===== src/rtl/serial_adder_if.sv =====
// Operand/result bundle for the bit-serial adder; the requester drives the master side.
// Handshake is start-pulse in, done-pulse out; there is no ready, so start is dropped while busy.
interface serial_adder_if #(
  parameter int W = 8
);
  logic         start;
  logic [W-1:0] a;
  logic [W-1:0] b;
  logic         cin;
  logic         busy;
  logic         done;
  logic [W-1:0] sum;
  logic         cout;

  modport master (
    output start, a, b, cin,
    input  busy, done, sum, cout
  );

  modport slave (
    input  start, a, b, cin,
    output busy, done, sum, cout
  );
endinterface


===== src/rtl/serial_adder.sv =====
// Bit-serial W-bit adder: one full-adder cell, registered carry, LSB first; done W edges after start.
// No backpressure: start is accepted in IDLE or DONE only and ignored while busy.
module serial_adder #(
  parameter int W = 8
) (
  input  logic           clk,
  input  logic           rst_n,
  serial_adder_if.slave  bus
);

  localparam int CW = (W > 1) ? $clog2(W) : 1;
  localparam logic [CW-1:0] LAST = CW'(W - 1);

  typedef enum logic [1:0] {
    IDLE = 2'd0,
    RUN  = 2'd1,
    DONE = 2'd2
  } state_t;

  state_t        state_q, state_d;
  logic [W-1:0]  a_sh_q, a_sh_d;
  logic [W-1:0]  b_sh_q, b_sh_d;
  logic [W-1:0]  s_sh_q, s_sh_d;
  logic          carry_q, carry_d;
  logic [CW-1:0] cnt_q, cnt_d;
  logic [W-1:0]  sum_q, sum_d;
  logic          cout_q, cout_d;

  logic fa_s;
  logic fa_co;

  always_ff @(posedge clk) begin
    if (!rst_n) begin
      state_q <= IDLE;
      a_sh_q  <= '0;
      b_sh_q  <= '0;
      s_sh_q  <= '0;
      carry_q <= 1'b0;
      cnt_q   <= '0;
      sum_q   <= '0;
      cout_q  <= 1'b0;
    end else begin
      state_q <= state_d;
      a_sh_q  <= a_sh_d;
      b_sh_q  <= b_sh_d;
      s_sh_q  <= s_sh_d;
      carry_q <= carry_d;
      cnt_q   <= cnt_d;
      sum_q   <= sum_d;
      cout_q  <= cout_d;
    end
  end

  // The single full-adder cell shared by every bit position.
  always_comb begin
    fa_s  = a_sh_q[0] ^ b_sh_q[0] ^ carry_q;
    fa_co = (a_sh_q[0] & b_sh_q[0]) | (carry_q & (a_sh_q[0] ^ b_sh_q[0]));
  end

  always_comb begin
    state_d = state_q;
    a_sh_d  = a_sh_q;
    b_sh_d  = b_sh_q;
    s_sh_d  = s_sh_q;
    carry_d = carry_q;
    cnt_d   = cnt_q;
    sum_d   = sum_q;
    cout_d  = cout_q;

    case (state_q)
      IDLE, DONE: begin
        state_d = IDLE;
        if (bus.start) begin
          a_sh_d  = bus.a;
          b_sh_d  = bus.b;
          carry_d = bus.cin;
          cnt_d   = '0;
          state_d = RUN;
        end
      end
      RUN: begin
        a_sh_d    = a_sh_q >> 1;
        b_sh_d    = b_sh_q >> 1;
        s_sh_d    = s_sh_q >> 1;
        s_sh_d[W-1] = fa_s;
        carry_d   = fa_co;
        cnt_d     = cnt_q + 1'b1;
        // Last bit: publish the sum including the bit produced on this edge.
        if (cnt_q == LAST) begin
          sum_d   = s_sh_d;
          cout_d  = fa_co;
          cnt_d   = '0;
          state_d = DONE;
        end
      end
      default: state_d = IDLE;
    endcase
  end

  always_comb begin
    bus.busy = (state_q == RUN);
    bus.done = (state_q == DONE);
    bus.sum  = sum_q;
    bus.cout = cout_q;
  end

endmodule


===== src/flat_wrapper.sv =====
// flat-port wrapper written by rule: the top's interface ports become plain ports
module serial_adder_flat 
#(
  parameter int W = 8
)
  (clk, rst_n, bus_start, bus_a, bus_b, bus_cin, bus_busy, bus_done, bus_sum, bus_cout);
  serial_adder_if #(.W(W)) bus_i ();
  input  logic clk;
  input  logic rst_n;
  input wire logic [$bits(bus_i.start)-1:0] bus_start;
  input wire logic [$bits(bus_i.a)-1:0] bus_a;
  input wire logic [$bits(bus_i.b)-1:0] bus_b;
  input wire logic [$bits(bus_i.cin)-1:0] bus_cin;
  output wire logic [$bits(bus_i.busy)-1:0] bus_busy;
  output wire logic [$bits(bus_i.done)-1:0] bus_done;
  output wire logic [$bits(bus_i.sum)-1:0] bus_sum;
  output wire logic [$bits(bus_i.cout)-1:0] bus_cout;
  assign bus_i.start = bus_start;
  assign bus_i.a = bus_a;
  assign bus_i.b = bus_b;
  assign bus_i.cin = bus_cin;
  assign bus_busy = bus_i.busy;
  assign bus_done = bus_i.done;
  assign bus_sum = bus_i.sum;
  assign bus_cout = bus_i.cout;
  serial_adder #(.W(W)) u_core (.clk(clk), .rst_n(rst_n), .bus(bus_i));
endmodule

===== config.mk =====
export PLATFORM = sky130hd
export DESIGN_NAME = serial_adder_flat
export DESIGN_NICKNAME = d
export VERILOG_FILES = /design/src/rtl/serial_adder_if.sv /design/src/rtl/serial_adder.sv /design/src/flat_wrapper.sv
export SDC_FILE = /design/constraint.sdc
export NUM_CORES = 1
export LEC_CHECK = 0
export ABC_AREA = 1
export BUFFER_PORTS_ARGS = -buffer_cell sky130_fd_sc_hd__clkbuf_2
export CORE_ASPECT_RATIO = 0.8
export CORE_MARGIN = 4
export CORE_UTILIZATION = 46
export DETAILED_ROUTE_END_ITERATION = 8
export PLACE_DENSITY = 0.68
export SYNTH_ARGS = -nofsm -noshare
export SYNTH_HDL_FRONTEND = slang
export SYNTH_SLANG_ARGS = --single-unit

===== constraint.sdc =====
create_clock -name clk -period 4.02 [get_ports clk]
set_input_delay 0.804 -clock clk [delete_from_list [all_inputs] [get_ports clk]]
set_output_delay 0.804 -clock clk [all_outputs]
set_load 0.1 [all_outputs]

# After elaboration in Yosys (flattened, before gate mapping)
# Index checks and enable logic that the tools add are counted.
[word_totals] ff_bits=39 latch_bits=0 mem_bits_rw=0 rom_bits=0 inputBits=20 out_inout_bits=11 wordCells=36 n_memories=0
[classes] add_sub_neg=1 mul=0 n_div=0 n_lt_le_gt_ge=0 n_eq_ne=5 shift=0 muxes=12 n_bitwise=5 reduce_logical=5
[op_table] op="$pmux W8 S2" n=2
[op_table] op="$mux W8" n=2
[op_table] op="$mux W3" n=2
[op_table] op="$pmux W3 S2" n=1
[op_table] op="$pmux W2 S2" n=1
[op_table] op="$reduce_and A2 Y1" n=2
[op_table] op="$add A3 B1 Y3 const B" n=1
[op_table] op="$eq A3 B3 Y1 const B" n=1
[op_table] op="$and A1 B1 Y1" n=2
[op_table] op="$eq A2 B1 Y1 const B" n=1
[op_table] op="$eq A2 B2 Y1 const B" n=1
[op_table] op="$logic_not A2 Y1" n=1
[op_table] op="$mux W1" n=2
[op_table] op="$mux W2" n=1
[op_table] op="$ne A2 B1 Y1 const B" n=1
[op_table] op="$ne A2 B2 Y1 const B" n=1
[op_table] op="$pmux W1 S2" n=1
[op_table] op="$reduce_bool A2 Y1" n=1
[op_table] op="$reduce_or A2 Y1" n=1
[op_table] op="$xor A1 B1 Y1" n=2
[op_table] op="$or A1 B1 Y1" n=1

# Logic depth before layout (Yosys ltp)
# Gate-level depths: netlist of run 1.
[logic_depth] depth_word=4 mapped_depth=7 depth_no_buf=7

# Least setup slack after synthesis of run 1
# Ideal clock, no wire load.
[synth_timing] path_type="register to output" start="reg u_core.state_q[1]" end="out bus_done" arrival_time_ns=1.879 required_time_ns=3.216 setup_slack_ns=1.337 stages_incl_launch_ff=4 n_path_buf=1 cell_sequence="dfxtp_1 -> inv_2 -> buf_2 -> nor2_1"
[synth_between] elab_chain_cells=1
[synth_rtl] item="from (decl)" line="serial_adder.sv:20" rtl="state_t state_q, state_d;"
[synth_rtl] item="from (signal assigned)" line="serial_adder.sv:43" rtl="state_q <= state_d;"
[synth_rtl] item="$eq A2 B2 Y1" line="serial_adder.sv:102" rtl="bus.done = (state_q == DONE);"
[synth_rtl] item="to (decl)" line="flat_wrapper.sv:15" rtl="output wire logic [$bits(bus_i.done)-1:0] bus_done;"
# No other way between the ends.

# Final worst setup path of run 1
[layout_timing] start="reg u_core.state_q[0]" end="out bus_busy"
[layout_between] elab_chain_cells=1
[layout_rtl] item="$eq A2 B1 Y1" line="serial_adder.sv:101" rtl="bus.busy = (state_q == RUN);"
[layout_rtl] item="to (decl)" line="flat_wrapper.sv:14" rtl="output wire logic [$bits(bus_i.busy)-1:0] bus_busy;"
# No other way between the ends.

==> results of run 1 <==
[worst reg2reg max path: stages (launching register included)]
cell and delay, ps:
dfxtp_1 710, inv_2 160, nor2_4 120, buf_4 330
nand2_2 220, nand3_1 110, o21ai_0 90
[final timing paths]
path,from,endpoint,cells past startpoint
max,u_core.state_q[0],bus_busy,3
min,u_core.bus.sum[7],u_core.bus.sum[7],2
max reg2reg,u_core.state_q[0],u_core.bus.sum[3],6
min reg2reg,u_core.bus.sum[7],u_core.bus.sum[7],2
[sequential cells by signal, indices dropped and copies added, names as in the netlist]
signal and count:
u_core.bus.cout 1, u_core.a_sh_q 8, u_core.bus.sum 8, u_core.cnt_q 3
u_core.b_sh_q 8, u_core.state_q 2, u_core.s_sh_q 7, u_core.carry_q 1
[report_power, final]
group / leakage (nW) / internal, mW / switching [mW] / total, mW
Combinational: 0.631 / 0.0459 / 0.0796 / 0.126
Clock: 0.0482 / 0.138 / 0.134 / 0.273
Sequential: 0.312 / 0.402 / 0.0150 / 0.417
Total: 0.991 / 0.587 / 0.229 / 0.816
[stage by stage]
| step | power, mW | instance area [sq um] | hold slack, ps | setup WS, ps | cells |
|---|---|---|---|---|---|
| finish | 0.8157 | 1981 | 465.0 | 1471 | 319 |
| global route | 0.8682 | 1981 | 483.8 | 1374 | 319 |
| CTS | 0.8266 | 1981 | 466.1 | 1464 | 319 |
| detailed placement | 0.5508 | 1889 | 454.8 | 1800 | 311 |
| global placement | 0.5498 | 1889 | 452.8 | 1820 | 311 |
| floorplan | 0.5296 | 1780 | 435.4 | 1337 | 254 |
[cell families after synthesis]
family / Yosys count
compound gates: 20
flops: 38
simple gates: 140
buf+inv: 53
fa+ha+maj: 3
[layout make-up]
type                    count  share of cell area
clock buffers               7             0.04359
clock inverters             1            0.002527
inverters                  37             0.07012
multi-input cells         163              0.3936
flip-flops and latches     38              0.3841
well taps                  42             0.02653
repair buffers             31             0.07960
[metal layers]
metal,vias to the layer above,part of all wire
li1,841,-
met1,675,0.51
met2,46,0.40
met3,7,0.072
met4,0,0.014
met5,-,0
[cells in the final DEF (no fill, tap or decap)]
master	synthesis	final
o21ai_0	8	8
clkbuf_8	0	6
nand3_1	42	42
clkbuf_1	3	1
dfxtp_1	38	38
nand2_2	2	2
inv_1	35	35
ha_1	2	2
nand3_2	1	1
nor2_1	29	29
nor3_1	15	15
nor2_4	1	1
a21oi_1	12	12
inv_2	2	2
nand3b_1	3	3
buf_4	5	1
nand2_4	1	1
fa_1	1	1
clkbuf_2	0	30
nand2_1	46	46
clkinv_2	0	1
==> out/qor.yml, run 1 <==
status: "finished, final reports clean"
critPathMaxFanout: 18
synth.top_cells.by_area: "dfxtp_1, nand3_1, nand2_1, inv_1, nor2_1"
synth.cell_area_sq_um: 1780
wl_microns: 3684
cp.required_ps: 3220
hold_path.class: "reg -> reg"
htreeDepth: 2
grt_max_degree: 38
cts_buffers: 5
clkLatencyLatePin_ps: 300
fin_worst_skew_ps: 3.464
core_sq_um: 3566
grt_use_met3: 0.06268
synth-adder-area-share: 0.02530
ys_top_cells_by_count: "nand2_1, nand3_1, dfxtp_1, inv_1, nor2_1"
crit_chain: "inv_2, nor2_4, clkbuf_2"
endpoint_kind: "output pin"
syn_avg_cell_area_sq_um: 7.010
overflow: 0
grt_pass1_vias: 1386
multi_input_area_sq_um: 779.5
clk_pin_slew_ps: 70
cts_resized: 0
synth_cells: 254
drtIter0Drc: 92
die-area_sq_um: 4936
yosys.area_share.simple: 0.3563
antenna_found_initial: 0
peakVddDrop_v: 0.0001729
power.leakage_nw: 0.9909
max_slew_margin: 0.5933
areaGrowthSynthToFinish_pct: 11.24
synthMuxAreaShare: 0
drive_above_1_share: 0.1625
grt_pass1_wl_microns: 6210
critical_path.top_delay_family: "flip-flops"
dp_hpwl_microns: 2381
start_util: 0.4993
viasPerCell: 4.918
synthXorXnorAreaFrac: 0
io_buffers: 30
arrival_ps: 1740
final_max_slew_viol_count: 0
synth_edf_count: 0
postCtsSetupBuffers: 0
antenna_cells: 0
reg2reg_setup_slack_ps: 2170
ioPinCount: 31
synth.top_cell.area_share: 0.4273
path_class: "reg -> out"
synth.most_common_cell: "nand2_1"
die_w_microns: 77.56
synth_compound_area_frac: 0.05622
async_flop_share: 0
ys_types: 20
wl_per_cell_microns: 11.55
first_pass_iters: 4
nFillCells: 369
setup_tns_ps: 0
rsz0062_at_grt: "no"
grt_use_total: 0.1578
ys_seq_area_frac: 0.4273
fin_nets: 299
postCtsHoldBufs: 0
drtAntennaViolNets: 0
slowest_stage: "dfxtp_1"
gp_congestion: 0.7580
utilization: 0.5554
busiest_layer: "met1"
numClockSinks: 38
clockBufferDepth: 2
finalCritPeriodShare: 0.6340
cts_tree: "done"
report.final.setup_viol: 0
powerDensity_nw_per_um2: 411.8
fin_crit_ps: 2549
clock.fmax_mhz: 392.4
synth_top_family_by_area: "simple AND/OR/NAND/NOR gates"
seqCellArea_sq_um: 760.7
cts-root-buf: "clkbuf_8"
num_vias: 1569
drc_errors: 0
die_height_microns: 63.65
critPathMaxStageDelay_ps: 710
cap_violations: 0
hold_viol_final: 0
worst_pin_slew_ps: 609.3
grtUsageMet2: 0.2166
grt.met1_usage: 0.2181
worst-path-buf-inv: 2
critPathLaunchType: "flop"
ys_seq_elements: 38
yosysWarningCount: 0
yosysTopAreaCell: "dfxtp_1"
synth_nets: 277
rows: 19
synthFlopType: "dfxtp_1"
Note: power is estimated with default switching activity, not from simulation.
==> run 2, diff against run 1 <==
--- a/config.mk
+++ b/config.mk
@@ -11,7 +11,7 @@
 export CORE_MARGIN = 4
 export CORE_UTILIZATION = 46
 export DETAILED_ROUTE_END_ITERATION = 8
-export PLACE_DENSITY = 0.68
+export PLACE_DENSITY = 0.7
 export SYNTH_ARGS = -nofsm -noshare
 export SYNTH_HDL_FRONTEND = slang
 export SYNTH_SLANG_ARGS = --single-unit
==> constraint.sdc (replaced) <==
create_clock -name clk -period 2.05 [get_ports clk]
set_input_delay 0.41 -clock clk [delete_from_list [all_inputs] [get_ports clk]]
set_output_delay 0.41 -clock clk [all_outputs]
set_load 0.1 [all_outputs]
==> run 2 against run 1 <==
  * Sequential power increased by 95%
  * Cell area up 2.8%
  * Critical path type unchanged
  * Final cell count up 0.63%
  * Register-to-register slack got worse by 1600 ps
  * Die area did not move
  * Utilization increased by 1.5 points
  * Wire length is 3.0% lower
  * Largest cell class unchanged
  * Critical endpoint is now bus_done
  * Combinational power rose by 110%
  * Global-route usage down 0.37 points
  * Largest power group unchanged
  * Clock skew increased by 3.8 ps
  * Worst hold slack worse by 130 ps
==> out/qor.yml, run 2 (same netlist as run 1, synthesis figures left out) <==
mostFrequentLayoutCell: "nand2_1"
report.final.setup_viol: 0
hold_path.class: "in -> reg"
io_buffers: 30
clk_pin_slew_ps: 80
hold_viol_final: 0
powerDensity_nw_per_um2: 846.3
worstReg2RegStart: "u_core.state_q[0]"
drive_above_1_share: 0.1756
core_sq_um: 3566
drtAntennaViolNets: 0
fin_crit_ps: 1848
finalCritPeriodShare: 0.9015
grt_pass1_wl_microns: 6065
numClockSinks: 38
setup_tns_ps: 0
antenna_cells: 0
worstReg2RegEnd: "u_core.bus.cout"
fin_worst_skew_ps: 7.303
fin_area_sq_um: 2036
min-delay-start: "bus_a[3]"
rsz0062_at_grt: "no"
htreeDepth: 2
first_pass_iters: 4
arrival_ps: 1440
die-area_sq_um: 4936
critPathLaunchType: "flop"
viasPerCell: 4.841
critPathMaxFanout: 17
cap_violations: 0
rows: 19
power.leakage_nw: 1.007
postCtsSetupBuffers: 0
utilization: 0.5709
status: "finished, final reports clean"
dp_slack_ps: 536.7
clockBufferDepth: 2
slowest_stage: "clkbuf_2"
wl_microns: 3572
die_w_microns: 77.56
cts_tree: "done"
reg2reg_setup_slack_ps: 600
clkLatencyLatePin_ps: 300
postCtsHoldBufs: 0
setup_ws_ps: 201.8
worst_pin_slew_ps: 545.2
min_to: "u_core.a_sh_q[3]"
drc_errors: 0
path_class: "reg -> out"
clock.fmax_mhz: 541.1
areaGrowthSynthToFinish_pct: 14.34
grt_pass1_vias: 1392
grt_use_total: 0.1541
dp_hpwl_microns: 2351
peakVddDrop_v: 0.0004669
endpoint_kind: "output pin"
drtIter0Drc: 74
final_cell_mix: "nand2_1, nand3_1, dfxtp_1, inv_1, clkbuf_2"
final_max_slew_viol_count: 0
num_vias: 1554
finalPower_mw: 1.723
cts-root-buf: "clkbuf_8"
start_util: 0.4993
gp_congestion: 0.7665
fin_nets: 301
max_slew_margin: 0.6381
worstHoldPathCells: 3
ff2ff_path_depth: 5
nFillCells: 361
cp.required_ps: 1640
die_height_microns: 63.65
antenna_found_initial: 0
overflow: 0
critPathMaxStageDelay_ps: 470
cts_resized: 0
crit_chain: "inv_2, nor2_2, clkbuf_2"
cts_buffers: 5
place_area_sq_um: 1922
wl_per_cell_microns: 11.13
grt_max_degree: 38
ioPinCount: 31
run 2: area by class of cell:
class	instances	area, sq um	share of cell area
clock buffers	5	68.82	0.03380
repair buffers	33	187.7	0.09219
well taps	42	52.55	0.02581
clock inverters	3	45.04	0.02213
flip-flops and latches	38	760.7	0.3737
inverters	37	138.9	0.06822
multi-input cells	163	782.0	0.3841
run 2: stage by stage:
step	std cells	hold WS, ps
3_5_place_dp	313	454.7
3_3_place_gp	313	453.2
2_1_floorplan	254	435.4
4_1_cts	321	324.5
6_report	321	330.9
5_1_grt	321	350.8
run 2: worst max-delay path: cells and delay by family (launching register included):
| kind | cells | cell delay [ps] |
|---|---|---|
| buffers and inverters | 2 | 620 |
| DFF | 1 | 390 |
| and+or+nand+nor | 1 | 130 |
run 2: layer usage:
| metal | part of all wire | wire length, microns | vias up | GRT usage |
|---|---|---|---|---|
| li1 | - | - | 845 | - |
| met1 | 0.54 | 1940 | 672 | 0.2127 |
| met2 | 0.37 | 1325 | 29 | 0.2069 |
| met3 | 0.059 | 212 | 8 | 0.04701 |
| met4 | 0.026 | 94 | 0 | 0.09333 |
| met5 | 0 | 0 | - | 0 |
run 2: how the worst max path moves through the flow:
stage	startpoint	to	slack (ps)	depth (start not counted)
finish	u_core.state_q[1]	bus_done	200	3
floorplan	u_core.state_q[1]	bus_done	230	3
detailed placement	u_core.state_q[1]	bus_done	540	3
global route	u_core.state_q[0]	bus_busy	130	3
global placement	u_core.state_q[1]	bus_done	520	3
CTS	u_core.state_q[0]	bus_busy	190	3
run 2: power breakdown:
part           internal (mW)  leakage [nW]  switching, mW  total, mW
clock network          0.362        0.0504          0.287      0.649
logic                 0.0988         0.645          0.160      0.259
registers              0.789         0.312         0.0264      0.815
==> run 3, diff against run 2 <==
--- a/config.mk
+++ b/config.mk
@@ -11,7 +11,7 @@
 export CORE_MARGIN = 4
 export CORE_UTILIZATION = 46
 export DETAILED_ROUTE_END_ITERATION = 8
-export PLACE_DENSITY = 0.7
+export PLACE_DENSITY = 0.68
 export SYNTH_ARGS = -nofsm -noshare
 export SYNTH_HDL_FRONTEND = slang
 export SYNTH_SLANG_ARGS = --single-unit
==> constraint.sdc (replaced) <==
create_clock -name clk -period 2.01 [get_ports clk]
set_input_delay 0.402 -clock clk [delete_from_list [all_inputs] [get_ports clk]]
set_output_delay 0.402 -clock clk [all_outputs]
set_load 0.1 [all_outputs]
==> run 3 against run 2 <==
  * Setup slack worse by 7.2 ps
  * Via count is 0.84% lower
  * Sequential power is 2% higher
  * Utilization is 0.11 points lower
  * Count of clock-buffer cells in the layout stayed put
  * Wire length is 2.4% lower
  * Flip-flop and latch count stayed put
  * Register-to-register slack worse by 40 ps
==> out/qor.yml, run 3 (same netlist as run 1, synthesis figures left out) <==
clock.fmax_mhz: 550.9
die_height_microns: 63.65
final_cell_mix: "nand2_1, nand3_1, dfxtp_1, inv_1, clkbuf_2"
cp.required_ps: 1610
first_pass_iters: 4
grt.met1_usage: 0.2167
worstReg2RegEnd: "u_core.s_sh_q[5]"
clockBufferDepth: 2
reg2reg_setup_slack_ps: 560
gp_congestion: 0.8363
arrival_ps: 1410
drtIter0Drc: 116
num_vias: 1541
areaGrowthSynthToFinish_pct: 14.13
ff2ff_path_depth: 4
fin_worst_skew_ps: 4.561
fin_nets: 301
mostFrequentLayoutCell: "nand2_1"
final_max_slew_viol_count: 0
crit_chain: "inv_2, nor2_2, clkbuf_2"
cts_tree: "done"
worstReg2RegStart: "u_core.state_q[0]"
crit_end: "bus_done"
antenna_cells: 0
report.final.setup_viol: 0
grt_pass1_wl_microns: 5982
max_slew_margin: 0.6409
start_util: 0.4993
antenna_found_initial: 0
overflow: 0
wl_per_cell_microns: 10.86
numClockSinks: 38
drtAntennaViolNets: 0
worst-path-buf-inv: 2
critPathLaunchType: "flop"
finalCritPeriodShare: 0.9032
power.leakage_nw: 1.015
fin_crit_ps: 1815
ioPinCount: 31
grt_max_degree: 38
grt_pass1_vias: 1308
clkLatencyLatePin_ps: 290
wl_microns: 3487
die-area_sq_um: 4936
clk_pin_slew_ps: 70
status: "finished, final reports clean"
worst_pin_slew_ps: 541.0
grt_use_met3: 0.04843
place_area_sq_um: 1922
drc_errors: 0
postCtsSetupBuffers: 0
peakVddDrop_v: 0.0004693
die_w_microns: 77.56
busiest_layer: "met1"
grt_use_total: 0.1522
seqCellArea_sq_um: 762.0
drive_above_1_share: 0.1792
viasPerCell: 4.801
hold_path.class: "in -> reg"
cap_violations: 0
dp_hpwl_microns: 2303
cts_buffers: 5
path_class: "reg -> out"
multi_input_area_sq_um: 782.0
slowest_stage: "clkbuf_2"
grtUsageMet2: 0.2004
nFillCells: 378
core_sq_um: 3566
rows: 19
io_buffers: 30
htreeDepth: 2
critPathLaunch: "u_core.state_q[1]"
critPathMaxFanout: 17
powerDensity_nw_per_um2: 852.8
hold_viol_final: 0
endpoint_kind: "output pin"
critical_path.top_delay_family: "buffers and inverters"
rsz0062_at_grt: "no"
utilization: 0.5698
fin_area_sq_um: 2032
crit_cells: 3
cts-root-buf: "clkbuf_8"
setup_tns_ps: 0
critPathMaxStageDelay_ps: 460
## run 3: area by class of cell
cell class	instances	area share
clock inverter	3	0.01970
inverter	37	0.06835
sequential	38	0.3750
tap	42	0.02586
timing repair buffer	33	0.09236
multi-input combinational	163	0.3849
clock buffer	5	0.03387
## run 3: worst min path at each step
| stage | startpoint | end | slack, ps | cells past startpoint |
|---|---|---|---|---|
| floorplan | u_core.s_sh_q[4] | u_core.s_sh_q[4] | 440 | 2 |
| global placement | u_core.bus.sum[0] | u_core.bus.sum[0] | 450 | 2 |
| detailed placement | u_core.bus.sum[7] | u_core.bus.sum[7] | 460 | 2 |
| CTS | bus_a[5] | u_core.a_sh_q[5] | 330 | 3 |
| global route | bus_b[5] | u_core.b_sh_q[5] | 330 | 3 |
| finish | bus_a[5] | u_core.a_sh_q[5] | 340 | 3 |
## run 3: report_power, final
group	internal, mW	switching, mW
registers	0.805	0.0271
clock network	0.365	0.271
logic	0.102	0.163
## run 3: through the flow
step	setup slack (ps)	instances	power, mW	hold WS, ps
global route	113.2	321	1.829	333.6
CTS	65.79	321	1.755	331.0
floorplan	195.5	254	1.060	435.4
global placement	408.0	313	1.113	451.1
detailed placement	402.1	313	1.112	455.2
finish	194.7	321	1.733	340.9
## run 3: layer usage
layer / wire [microns] / vias up
met5: 0 / -
met4: 26 / 0
met3: 242 / 6
met2: 1353 / 42
met1: 1865 / 648
li1: - / 845
## run 3: worst min-delay path, stage by stage
cell and delay [ps]:
clkbuf_2 80, nor3_1 40, nor2_1 80
## run 3: what timing repair did
item	in CTS	in global routing
hold buffers	0	0
gates resized for setup	0	1
endpoints found under the setup margin	0	1
endpoints found under the hold margin	0	0
